===== src/rtl/output_transform_unit_pkg.sv =====
// Shared Winograd F(4x4,3x3) constants and the output-transform state enum.
package winograd_pkg;

    localparam int TILE_IN_SIZE  = 6;
    localparam int TILE_OUT_SIZE = 4;
    localparam int KERNEL_SIZE   = 3;

    typedef enum logic [1:0] {
        IDLE     = 2'd0,
        ROW_PASS = 2'd1,
        COL_PASS = 2'd2
    } otu_state_t;

endpackage


===== src/rtl/output_transform_unit_if.sv =====
// Tile handshake bundle between a requester (master) and the output transform unit (slave).
interface output_transform_unit_if
    import winograd_pkg::*;
#(
    parameter int DATA_WIDTH = 16
);

    logic                                                      start;
    logic [0:TILE_IN_SIZE-1][0:TILE_IN_SIZE-1][DATA_WIDTH-1:0]   tile_in;
    logic [0:TILE_OUT_SIZE-1][0:TILE_OUT_SIZE-1][DATA_WIDTH-1:0] tile_out;
    logic                                                      transform_done;
    logic                                                      busy;

    modport master (
        output start, tile_in,
        input  tile_out, transform_done, busy
    );

    modport slave (
        input  start, tile_in,
        output tile_out, transform_done, busy
    );

endinterface


===== src/rtl/output_transform_unit_vec_combine.sv =====
// Combinational A^T vector combiner: six inputs to four outputs using adds and shifts only.
module otu_vec_combine #(
    parameter int W = 26
) (
    input  logic signed [W-1:0] i_x [0:5],
    output logic signed [W-1:0] o_y [0:3]
);

    logic signed [W-1:0] w_d12, w_s12, w_d34, w_s34;

    // Shared pair sums/differences; rows 1..3 only differ in the shift applied to x3/x4.
    assign w_d12 = i_x[1] - i_x[2];
    assign w_s12 = i_x[1] + i_x[2];
    assign w_d34 = i_x[3] - i_x[4];
    assign w_s34 = i_x[3] + i_x[4];

    assign o_y[0] = i_x[0] + i_x[1] + i_x[2] + i_x[3] + i_x[4];
    assign o_y[1] = w_d12 + (w_d34 <<< 1);
    assign o_y[2] = w_s12 + (w_s34 <<< 2);
    assign o_y[3] = w_d12 + (w_d34 <<< 3) + i_x[5];

endmodule


===== src/rtl/output_transform_unit.sv =====
// Winograd output transform Y = A^T M A over two passes sharing one combiner.
// Define OTU_SATURATE_EN to clamp results instead of wrapping them to DATA_WIDTH.
module output_transform_unit
    import winograd_pkg::*;
#(
    parameter int DATA_WIDTH = 16
) (
    input  logic                    clk,
    input  logic                    rst_n,
    output_transform_unit_if.slave  bus
);

    localparam int TW = DATA_WIDTH + 5;
    localparam int YW = DATA_WIDTH + 10;

    otu_state_t r_state, w_nextState;
    logic [3:0] r_cnt;
    logic [0:TILE_IN_SIZE-1][0:TILE_IN_SIZE-1][DATA_WIDTH-1:0]   r_m;
    logic [0:TILE_OUT_SIZE-1][0:TILE_IN_SIZE-1][TW-1:0]          r_t;
    logic [0:TILE_OUT_SIZE-2][0:TILE_OUT_SIZE-1][DATA_WIDTH-1:0] r_yBuf;
    logic [0:TILE_OUT_SIZE-1][0:TILE_OUT_SIZE-1][DATA_WIDTH-1:0] r_tileOut;
    logic r_done;

    logic [2:0] w_colIdx;
    logic [1:0] w_rowIdx;
    logic signed [YW-1:0] w_vecIn  [0:5];
    logic signed [YW-1:0] w_vecOut [0:3];
    logic [DATA_WIDTH-1:0] w_yNarrow [0:3];

    assign w_colIdx = r_cnt[2:0];
    assign w_rowIdx = r_cnt[1:0];

    always_ff @(posedge clk or negedge rst_n) begin
        if (!rst_n) r_state <= IDLE;
        else        r_state <= w_nextState;
    end

    always_comb begin
        w_nextState = r_state;
        case (r_state)
            IDLE:     if (bus.start)      w_nextState = ROW_PASS;
            ROW_PASS: if (r_cnt == 4'd5)  w_nextState = COL_PASS;
            COL_PASS: if (r_cnt == 4'd3)  w_nextState = IDLE;
            default:                      w_nextState = IDLE;
        endcase
    end

    // Row pass feeds a column of the captured tile; column pass feeds a row of T.
    always_comb begin
        for (int k = 0; k < TILE_IN_SIZE; k++) begin
            w_vecIn[k] = '0;
            if (r_state == ROW_PASS)
                w_vecIn[k] = YW'($signed(r_m[k][w_colIdx]));
            else if (r_state == COL_PASS)
                w_vecIn[k] = YW'($signed(r_t[w_rowIdx][k]));
        end
    end

    otu_vec_combine #(.W(YW)) u_combine (
        .i_x (w_vecIn),
        .o_y (w_vecOut)
    );

`ifdef OTU_SATURATE_EN
    localparam logic signed [YW-1:0] Y_MAX = {{(YW-DATA_WIDTH+1){1'b0}}, {(DATA_WIDTH-1){1'b1}}};
    localparam logic signed [YW-1:0] Y_MIN = {{(YW-DATA_WIDTH+1){1'b1}}, {(DATA_WIDTH-1){1'b0}}};

    always_comb begin
        for (int c = 0; c < TILE_OUT_SIZE; c++) begin
            w_yNarrow[c] = w_vecOut[c][DATA_WIDTH-1:0];
            if (w_vecOut[c] > Y_MAX)      w_yNarrow[c] = Y_MAX[DATA_WIDTH-1:0];
            else if (w_vecOut[c] < Y_MIN) w_yNarrow[c] = Y_MIN[DATA_WIDTH-1:0];
        end
    end
`else
    always_comb begin
        for (int c = 0; c < TILE_OUT_SIZE; c++)
            w_yNarrow[c] = w_vecOut[c][DATA_WIDTH-1:0];
    end
`endif

    // Rows 0..2 park in a buffer so tile_out only ever changes with a complete result.
    always_ff @(posedge clk or negedge rst_n) begin
        if (!rst_n) begin
            r_cnt     <= '0;
            r_m       <= '0;
            r_t       <= '0;
            r_yBuf    <= '0;
            r_tileOut <= '0;
            r_done    <= 1'b0;
        end else begin
            r_done <= 1'b0;
            case (r_state)
                IDLE: begin
                    if (bus.start) begin
                        r_m   <= bus.tile_in;
                        r_cnt <= '0;
                    end
                end
                ROW_PASS: begin
                    for (int j = 0; j < TILE_OUT_SIZE; j++)
                        r_t[j][w_colIdx] <= TW'(w_vecOut[j]);
                    r_cnt <= (r_cnt == 4'd5) ? 4'd0 : r_cnt + 4'd1;
                end
                COL_PASS: begin
                    if (r_cnt == 4'd3) begin
                        for (int i = 0; i < TILE_OUT_SIZE - 1; i++)
                            r_tileOut[i] <= r_yBuf[i];
                        for (int c = 0; c < TILE_OUT_SIZE; c++)
                            r_tileOut[TILE_OUT_SIZE-1][c] <= w_yNarrow[c];
                        r_done <= 1'b1;
                        r_cnt  <= '0;
                    end else begin
                        for (int c = 0; c < TILE_OUT_SIZE; c++)
                            r_yBuf[w_rowIdx][c] <= w_yNarrow[c];
                        r_cnt <= r_cnt + 4'd1;
                    end
                end
                default: r_cnt <= '0;
            endcase
        end
    end

    assign bus.tile_out       = r_tileOut;
    assign bus.transform_done = r_done;
    assign bus.busy           = (r_state != IDLE);

endmodule


===== src/flat_wrapper.sv =====
// flat-port wrapper written by rule: the top's interface ports become plain ports
module output_transform_unit_flat import winograd_pkg::*;
#(
    parameter int DATA_WIDTH = 16
)
  (clk, rst_n, bus_start, bus_tile_in, bus_tile_out, bus_transform_done, bus_busy);
  output_transform_unit_if #(.DATA_WIDTH(DATA_WIDTH)) bus_i ();
  input  logic clk;
  input  logic rst_n;
  input wire logic [$bits(bus_i.start)-1:0] bus_start;
  input wire logic [$bits(bus_i.tile_in)-1:0] bus_tile_in;
  output wire logic [$bits(bus_i.tile_out)-1:0] bus_tile_out;
  output wire logic [$bits(bus_i.transform_done)-1:0] bus_transform_done;
  output wire logic [$bits(bus_i.busy)-1:0] bus_busy;
  assign bus_i.start = bus_start;
  assign bus_i.tile_in = bus_tile_in;
  assign bus_tile_out = bus_i.tile_out;
  assign bus_transform_done = bus_i.transform_done;
  assign bus_busy = bus_i.busy;
  output_transform_unit #(.DATA_WIDTH(DATA_WIDTH)) u_core (.clk(clk), .rst_n(rst_n), .bus(bus_i));
endmodule

===== config.mk =====
export PLATFORM = sky130hd
export DESIGN_NAME = output_transform_unit_flat
export DESIGN_NICKNAME = d
export VERILOG_FILES = /design/src/rtl/output_transform_unit_pkg.sv /design/src/rtl/output_transform_unit_if.sv /design/src/rtl/output_transform_unit_vec_combine.sv /design/src/rtl/output_transform_unit.sv /design/src/flat_wrapper.sv
export SDC_FILE = /design/constraint.sdc
export NUM_CORES = 2
export LEC_CHECK = 0
export BUFFER_PORTS_ARGS = -buffer_cell sky130_fd_sc_hd__buf_2
export CAP_MARGIN = 20
export CORE_ASPECT_RATIO = 1.4
export CORE_MARGIN = 2
export CORE_UTILIZATION = 30
export DETAILED_ROUTE_END_ITERATION = 10
export PLACE_DENSITY = 0.57
export SYNTH_ARGS = -nofsm -noshare
export SYNTH_HDL_FRONTEND = slang
export SYNTH_SLANG_ARGS = --single-unit

===== constraint.sdc =====
create_clock -name clk -period 8.4 [get_ports clk]
set_input_delay 0.84 -clock clk [delete_from_list [all_inputs] [get_ports clk]]
set_output_delay 0.84 -clock clk [all_outputs]
set_load 0.005 [all_outputs]

======== Word level (Yosys, flattened, before mapping) ========
Cells that the tools add are included.
storage, ports and cells
  bits in registers ....................... 1,535
  output and inout bits ................... 258
  bits of input ports ..................... 579
  word-level logic and storage cells ...... 187
cells by class
  equal/unequal tests ..................... 7
  add/sub/neg operators ................... 13
  $lt $le $gt $ge ......................... 4
  bitwise logic cells ..................... 3
  multiplexer cells ....................... 61
  reductions and logical operators ........ 8
operators by type and width
  operator                                              count
  bitwise mux 192 bit                                   4
  demux 64 bit (select 2 bit)                           4
  bitwise mux 126 bit                                   4
  binary-select mux 16 bit (select 3 bit)               6
  2-to-1 mux 21 bit                                     13
  binary-select mux 126 bit (select 2 bit)              1
  2-to-1 mux 126 bit                                    2
  2-to-1 mux 16 bit                                     13
  adder 21 bit                                          9
  2-to-1 mux 64 bit                                     1
  demux 21 bit (select 3 bit)                           1
  2-to-1 mux 48 bit                                     1
  2-to-1 mux 32 bit                                     1
  subtractor 21 bit                                     1
  subtractor 20 bit                                     1
  adder 19 bit                                          1
  2-to-1 mux 4 bit                                      3
  one-hot mux 4 bit (3 select lines)                    1
  2-to-1 mux 2 bit                                      3
  != test 2 bit (second input constant)                 3
  one-hot mux 2 bit (3 select lines)                    1
  AND reduction 2 bit                                   3
  adder 4 x 1 -> 4 bit (second input constant)          1
  equality test 4 x 2 -> 1 bit (second input constant)  1
  other kinds (15)                                      17

======== Depth between registers and ports, before layout ========
  depth in word-level cells ............... 14
  mapped depth ............................ 30
  depth with buffers taken out ............ 26

======== Hierarchy ========
A second synthesis with hierarchy kept.
second synthesis, totals
  cells, all modules ...................... 5,819
  area total of the unflattened synthesis .. 77,041.4 um^2
by module, submodules not included
  module                 instances  sequential area each (um^2)  area an instance (um^2)  cells an instance
  output_transform_unit  1          38,411.8                     66,073.4                 4,448
  otu_vec_combine        1          0.0                          10,968.0                 1,371

======== Worst setup path before layout ========
No wires, ideal clock.
  path type ............................... register -> register
  start point ............................. register u_core.r_cnt[0]
  end point ............................... register u_core.r_t[119] in the netlist's numbering
  path slack .............................. 1.890 ns
  stages on the path, launching flop included .. 29
  arrival time ............................ 6.359 ns
  data required time ...................... 8.248 ns
  library setup time ...................... 0.152 ns
  path buffers ............................ 6
  period minus slack after synthesis ...... 6.510 ns
  cell sequence ........................... dfrtp_1 -> buf_4 -> buf_4 -> buf_4 -> buf_2 -> buf_2 -> buf_1 -> a21oi_1 -> a22oi_1 -> ha_1 -> inv_1 -> fa_1 -> a21o_1 -> a21oi_1 -> o21bai_1 -> a221o_1 -> a21o_1 -> a21oi_1 -> xnor2_1 -> inv_1 -> fa_1 -> inv_1 -> ha_1 -> a21o_1 -> a21o_1 -> a41o_1 -> nand4b_1 -> nor3b_1 -> o21ai_0
between the ends
  longest elaborated chain between the ends .. 10
  elaborated cells on any way between the ends .. 40
  classes of those cells .................. 4 x add/sub; 2 x order compare; 31 x mux; 2 x bitwise; 1 x reduce/logical
RTL lines
  element                                                        RTL line                                                                          text
  from (decl)                                                    output_transform_unit.sv:17                                                       logic [3:0] r_cnt;
  from (signal assigned)                                         output_transform_unit.sv:103                                                      r_cnt <= (r_cnt == 4'd5) ? 4'd0 : r_cnt + 4'd1;
  from (signal assigned)                                         output_transform_unit.sv:116                                                      r_cnt <= r_cnt + 4'd1;
  inverter 2 -> 3 bit (not written as such)                      output_transform_unit.sv:55                                                       w_vecIn[k] = YW'($signed(r_t[w_rowIdx][k]));
  binary-select mux 126 bit (select 2 bit)                       output_transform_unit.sv:55
  2-to-1 mux 126 bit (not written as such) (2 in series)         output_transform_unit.sv:55
  2-to-1 mux 21 bit                                              output_transform_unit.sv:54                                                       else if (r_state == COL_PASS)
  2-to-1 mux 21 bit                                              output_transform_unit.sv:52                                                       if (r_state == ROW_PASS)
  subtractor 21 bit / subtractor 20 bit (equally long branches)  output_transform_unit_vec_combine.sv:12, output_transform_unit_vec_combine.sv:14
  adder 21 bit (2 in series)                                     output_transform_unit_vec_combine.sv:20                                           assign o_y[3] = w_d12 + (w_d34 <<< 3) + i_x[5];
  bitwise mux 126 bit *                                          output_transform_unit.sv:102                                                      r_t[j][w_colIdx] <= TW'(w_vecOut[j]);
  to (signal, indexed assignment)                                output_transform_unit.sv:102
  to (decl)                                                      output_transform_unit.sv:19                                                       logic [0:TILE_OUT_SIZE-1][0:TILE_IN_SIZE-1][TW-1:0] r_t;
Mark *: on every way between the ends. The rest lies on a longest branch, timed or not. The select of a mux whose other input is x is not followed.
A chain may end at the register's enable or synchronous reset.

======== Final worst setup path ========
  start point ............................. register u_core.r_cnt[2]
  end point ............................... register u_core.r_t[119] in the netlist's numbering
between the ends
  longest elaborated chain between the ends .. 9
  elaborated cells on any way between the ends .. 31
  classes of those cells .................. 4 x add/sub; 2 x order compare; 23 x mux; 1 x bitwise; 1 x reduce/logical
RTL lines
  element                                                        RTL line                                                                          text
  inverter 3 -> 4 bit (not written as such) *                    output_transform_unit.sv:53, output_transform_unit.sv:102
  binary-select mux 16 bit (select 3 bit)                        output_transform_unit.sv:53                                                       w_vecIn[k] = YW'($signed(r_m[k][w_colIdx]));
  2-to-1 mux 16 bit (not written as such) (2 in series)          output_transform_unit.sv:53
  2-to-1 mux 21 bit                                              output_transform_unit.sv:52
  subtractor 21 bit / subtractor 20 bit (equally long branches)  output_transform_unit_vec_combine.sv:12, output_transform_unit_vec_combine.sv:14
  adder 21 bit (2 in series)                                     output_transform_unit_vec_combine.sv:20
  bitwise mux 126 bit *                                          output_transform_unit.sv:102
Marked as above.

==> summary.md <==
| Metric | Value |
|---|---|
| Crit end category | `flop` |
| Worst skew pair latency | `830 ps` |
| Post-Place Worst Slack | `1019 ps` |
| WP data required | `9020 ps` |
| Vias | `46890` |
| Synth-to-layout area growth | `21.13%` |
| Setup CP Type | `flop to flop` |
| TritonCTS clock tree | `yes` |
| Port bufs | `836` |
| Worst-Margin Slew | `1236 ps` |
| Hold Vio Cnt, Final | `3` |
| Die Y-Extent | `552.6 µm` |
| Vias in the first global route | `48320` |
| Most common cell on crit path | `a21o_1` |
| Post-DP HPWL | `173.6 mm` |
| Ports | `837` |
| RSZ-0062 raised after global routing | `false` |
| Max Cap Violations | `0` |
| Worst endpoint data arrival time | `7970 ps` |
| WHS | `-17.18 ps` |
| Period utilization | `87.58%` |
| Max-slew headroom | `17.62%` |
| Commonest non-fill, non-tap cell in the layout | `dfrtp_1` |
| Hold-fix buffers, CTS | `0` |
| Max clock buf depth | `4` |
| First-pass GRT wire length | `345.0 mm` |
| Max Clk Rate | `0.1359 GHz` |
| Yosys top cell by area | `dfrtp_1` |
| WP buf/inv | `4` |
| CP max FO | `76` |
| Rows | `201` |
| Filler instances | `21220` |
| Post-Route WL | `240.3 mm` |
| Yosys top cell area share | `54.40%` |
| Synth warnings | `0` |
| Syn_nets | `6468` |
| Placer congestion estimate | `0.8868` |
| Most frequent cells in the layout | `1399 x dfrtp_1, 1167 x nand2_1, 835 x buf_2` |
| Multi-input combinational cell area | `0.02796 mm²` |
| Grt ovf | `0` |
| H-tree levels | `4` |
| DRT iter0 DRCs | `3469` |
| Yosys reg bits | `1402` |
| CTS resizes | `0` |
| Yosys cell types | `67` |
| Reg area | `0.03509 mm²` |
| Core area | `0.2140 mm²` |
| Final min period | `7357 ps` |
| Final setup fails | `0` |
| Gate Count Post-Synth | `5700` |
| Failing checks | `negative hold slack` |
| Layout Nets | `7221` |
| DRT antenna net count | `0` |
| Startpoint types | `flop` |
| Asr flop ratio synth | `100.0%` |
| Synth Flop Type | `dfrtp_1` |
| Setup TNS | `0 ps` |
| Post-synthesis sequential area ratio | `54.40%` |
| Post-synth EDFFs | `0` |
| CTS sink cnt | `1402` |
| Vias/cell | `4.968` |
| Outcome | `complete, but fails checks` |
| Pins Over Slew Limit | `0` |
| Gr usage total | `21.51%` |
| Layout cell share with drive strength beyond 1 | `31.89%` |
| DRC viols | `0` |
| Setup WS post-layout | `1043 ps` |
| Antenna violations before repair | `70` |
| TritonCTS Buffers | `157` |
| Max stage delay on crit path | `830 ps` |
| Synth area leaders | `dfrtp_1 54%, mux2_2 12%, nand2_1 6.8%, o21ai_0 4.5%, mux4_2 3.2%` |
| Synth Cell Area | `0.06449 mm²` |
| Setup bufs post-CTS | `0` |
| Worst-path clk slew | `60 ps` |
| Horiz. Die Dim | `395.9 µm` |
| Routed len/inst | `25.46 µm` |
| Starting Density | `30.13%` |
| Die area | `0.2187 mm²` |
| HP Class | `primary input to async pin` |
| Syn Area/Cell | `11.31 µm²` |
| CP top delay family | `compound AO/OA/AOI/OAI gates` |
| First drt pass iteration count | `7` |
| CP max-delay cell | `dfrtp_4` |
| Clk root buf | `clkbuf_16` |
| Worst clock skew | `95.54 ps` |
| Largest net degree at the start of global routing | `152` |
[path summary, 6_finish.rpt]
check	from	end	slack (ps)	cells after the start
worst max-delay path	u_core.r_cnt[2]	u_core.r_t[119]	1040	25
worst min-delay path	rst_n	u_core.r_yBuf[152]	-20	1
worst max register to register	u_core.r_cnt[2]	u_core.r_t[119]	1040	25
worst min register to register	u_core.r_yBuf[106]	u_core.bus.tile_out[170]	410	2
max in group asynchronous	rst_n	u_core.r_yBuf[52]	6230	3
min in group clk	bus_tile_in[561]	u_core.r_m[561]	240	2
[sequential cells by signal (all words and copies together) (netlist names)]
register,cells
u_core.r_m,576
u_core.bus.transform_done,1
u_core.r_t,378
u_core.bus.tile_out,252
u_core.r_cnt,4
u_core.r_state,2
u_core.r_yBuf,189
[cells in the mapped netlist, drive strengths merged (55+ instances only)]
library cell	number
dfrtp	1402
nand2	1176
mux2	707
o21ai	597
clkbuf	300
a21oi	240
nor2	176
mux2i	145
inv	131
ha	114
mux4	91
buf	78
fa	75
a22oi	55
[layout make-up]
class | instances | share of cell area [%]
clock buffers | 215 | 5.796
clock inverters | 60 | 1.265
multi-input cells | 3789 | 35.79
flip-flops and latches | 1402 | 44.93
repair buffers | 972 | 6.945
diodes | 27 | 0.08649
inverters | 131 | 0.6391
well taps | 2842 | 4.552
[cells by family (layout without fill, tap and decap cells)]
family / Yosys count / in the layout / share of synthesized area, %
other cells: 0 / 27 / 0
xor+xnor: 95 / 95 / 1.389
buf+inv: 509 / 1378 / 3.131
simple gates: 1427 / 1427 / 8.581
mux: 943 / 943 / 17.77
compound gates: 1135 / 1135 / 10.18
fa+ha+maj: 189 / 189 / 4.540
flops: 1402 / 1402 / 54.40
[per-layer routing]
| metal | global-route usage [%] | share of wire (%) |
|---|---|---|
| met1 | 25.92 | 39 |
| met2 | 36.25 | 48 |
| met3 | 5.537 | 7.7 |
| met4 | 9.053 | 4.6 |
| met5 | 0 | 0.054 |
[worst register-to-register path: cells and delay by family, from the launching register on]
family,cells,cell delay [ps]
AO/OA/AOI/OAI,13,3040
flip-flops,1,830
XOR/XNOR,1,190
buffers and inverters,4,460
AND/OR/NAND/NOR,3,1090
adder cells (fa/ha/maj),4,1540
[through the flow]
step	hold WS [ps]	cells	area (µm²)	utilization [%]
after floorplan	433.1	5700	64490	-
after global placement	444.3	9132	72430	33.84
after detailed placement	450.2	9134	72480	33.87
after CTS	9.684	9409	78000	36.44
after global routing	37.12	9421	78080	36.48
final	-17.18	9438	78120	36.50
Power is not shown: default switching activity piles up to over one toggle a cycle in this logic, so the estimate is an artifact.
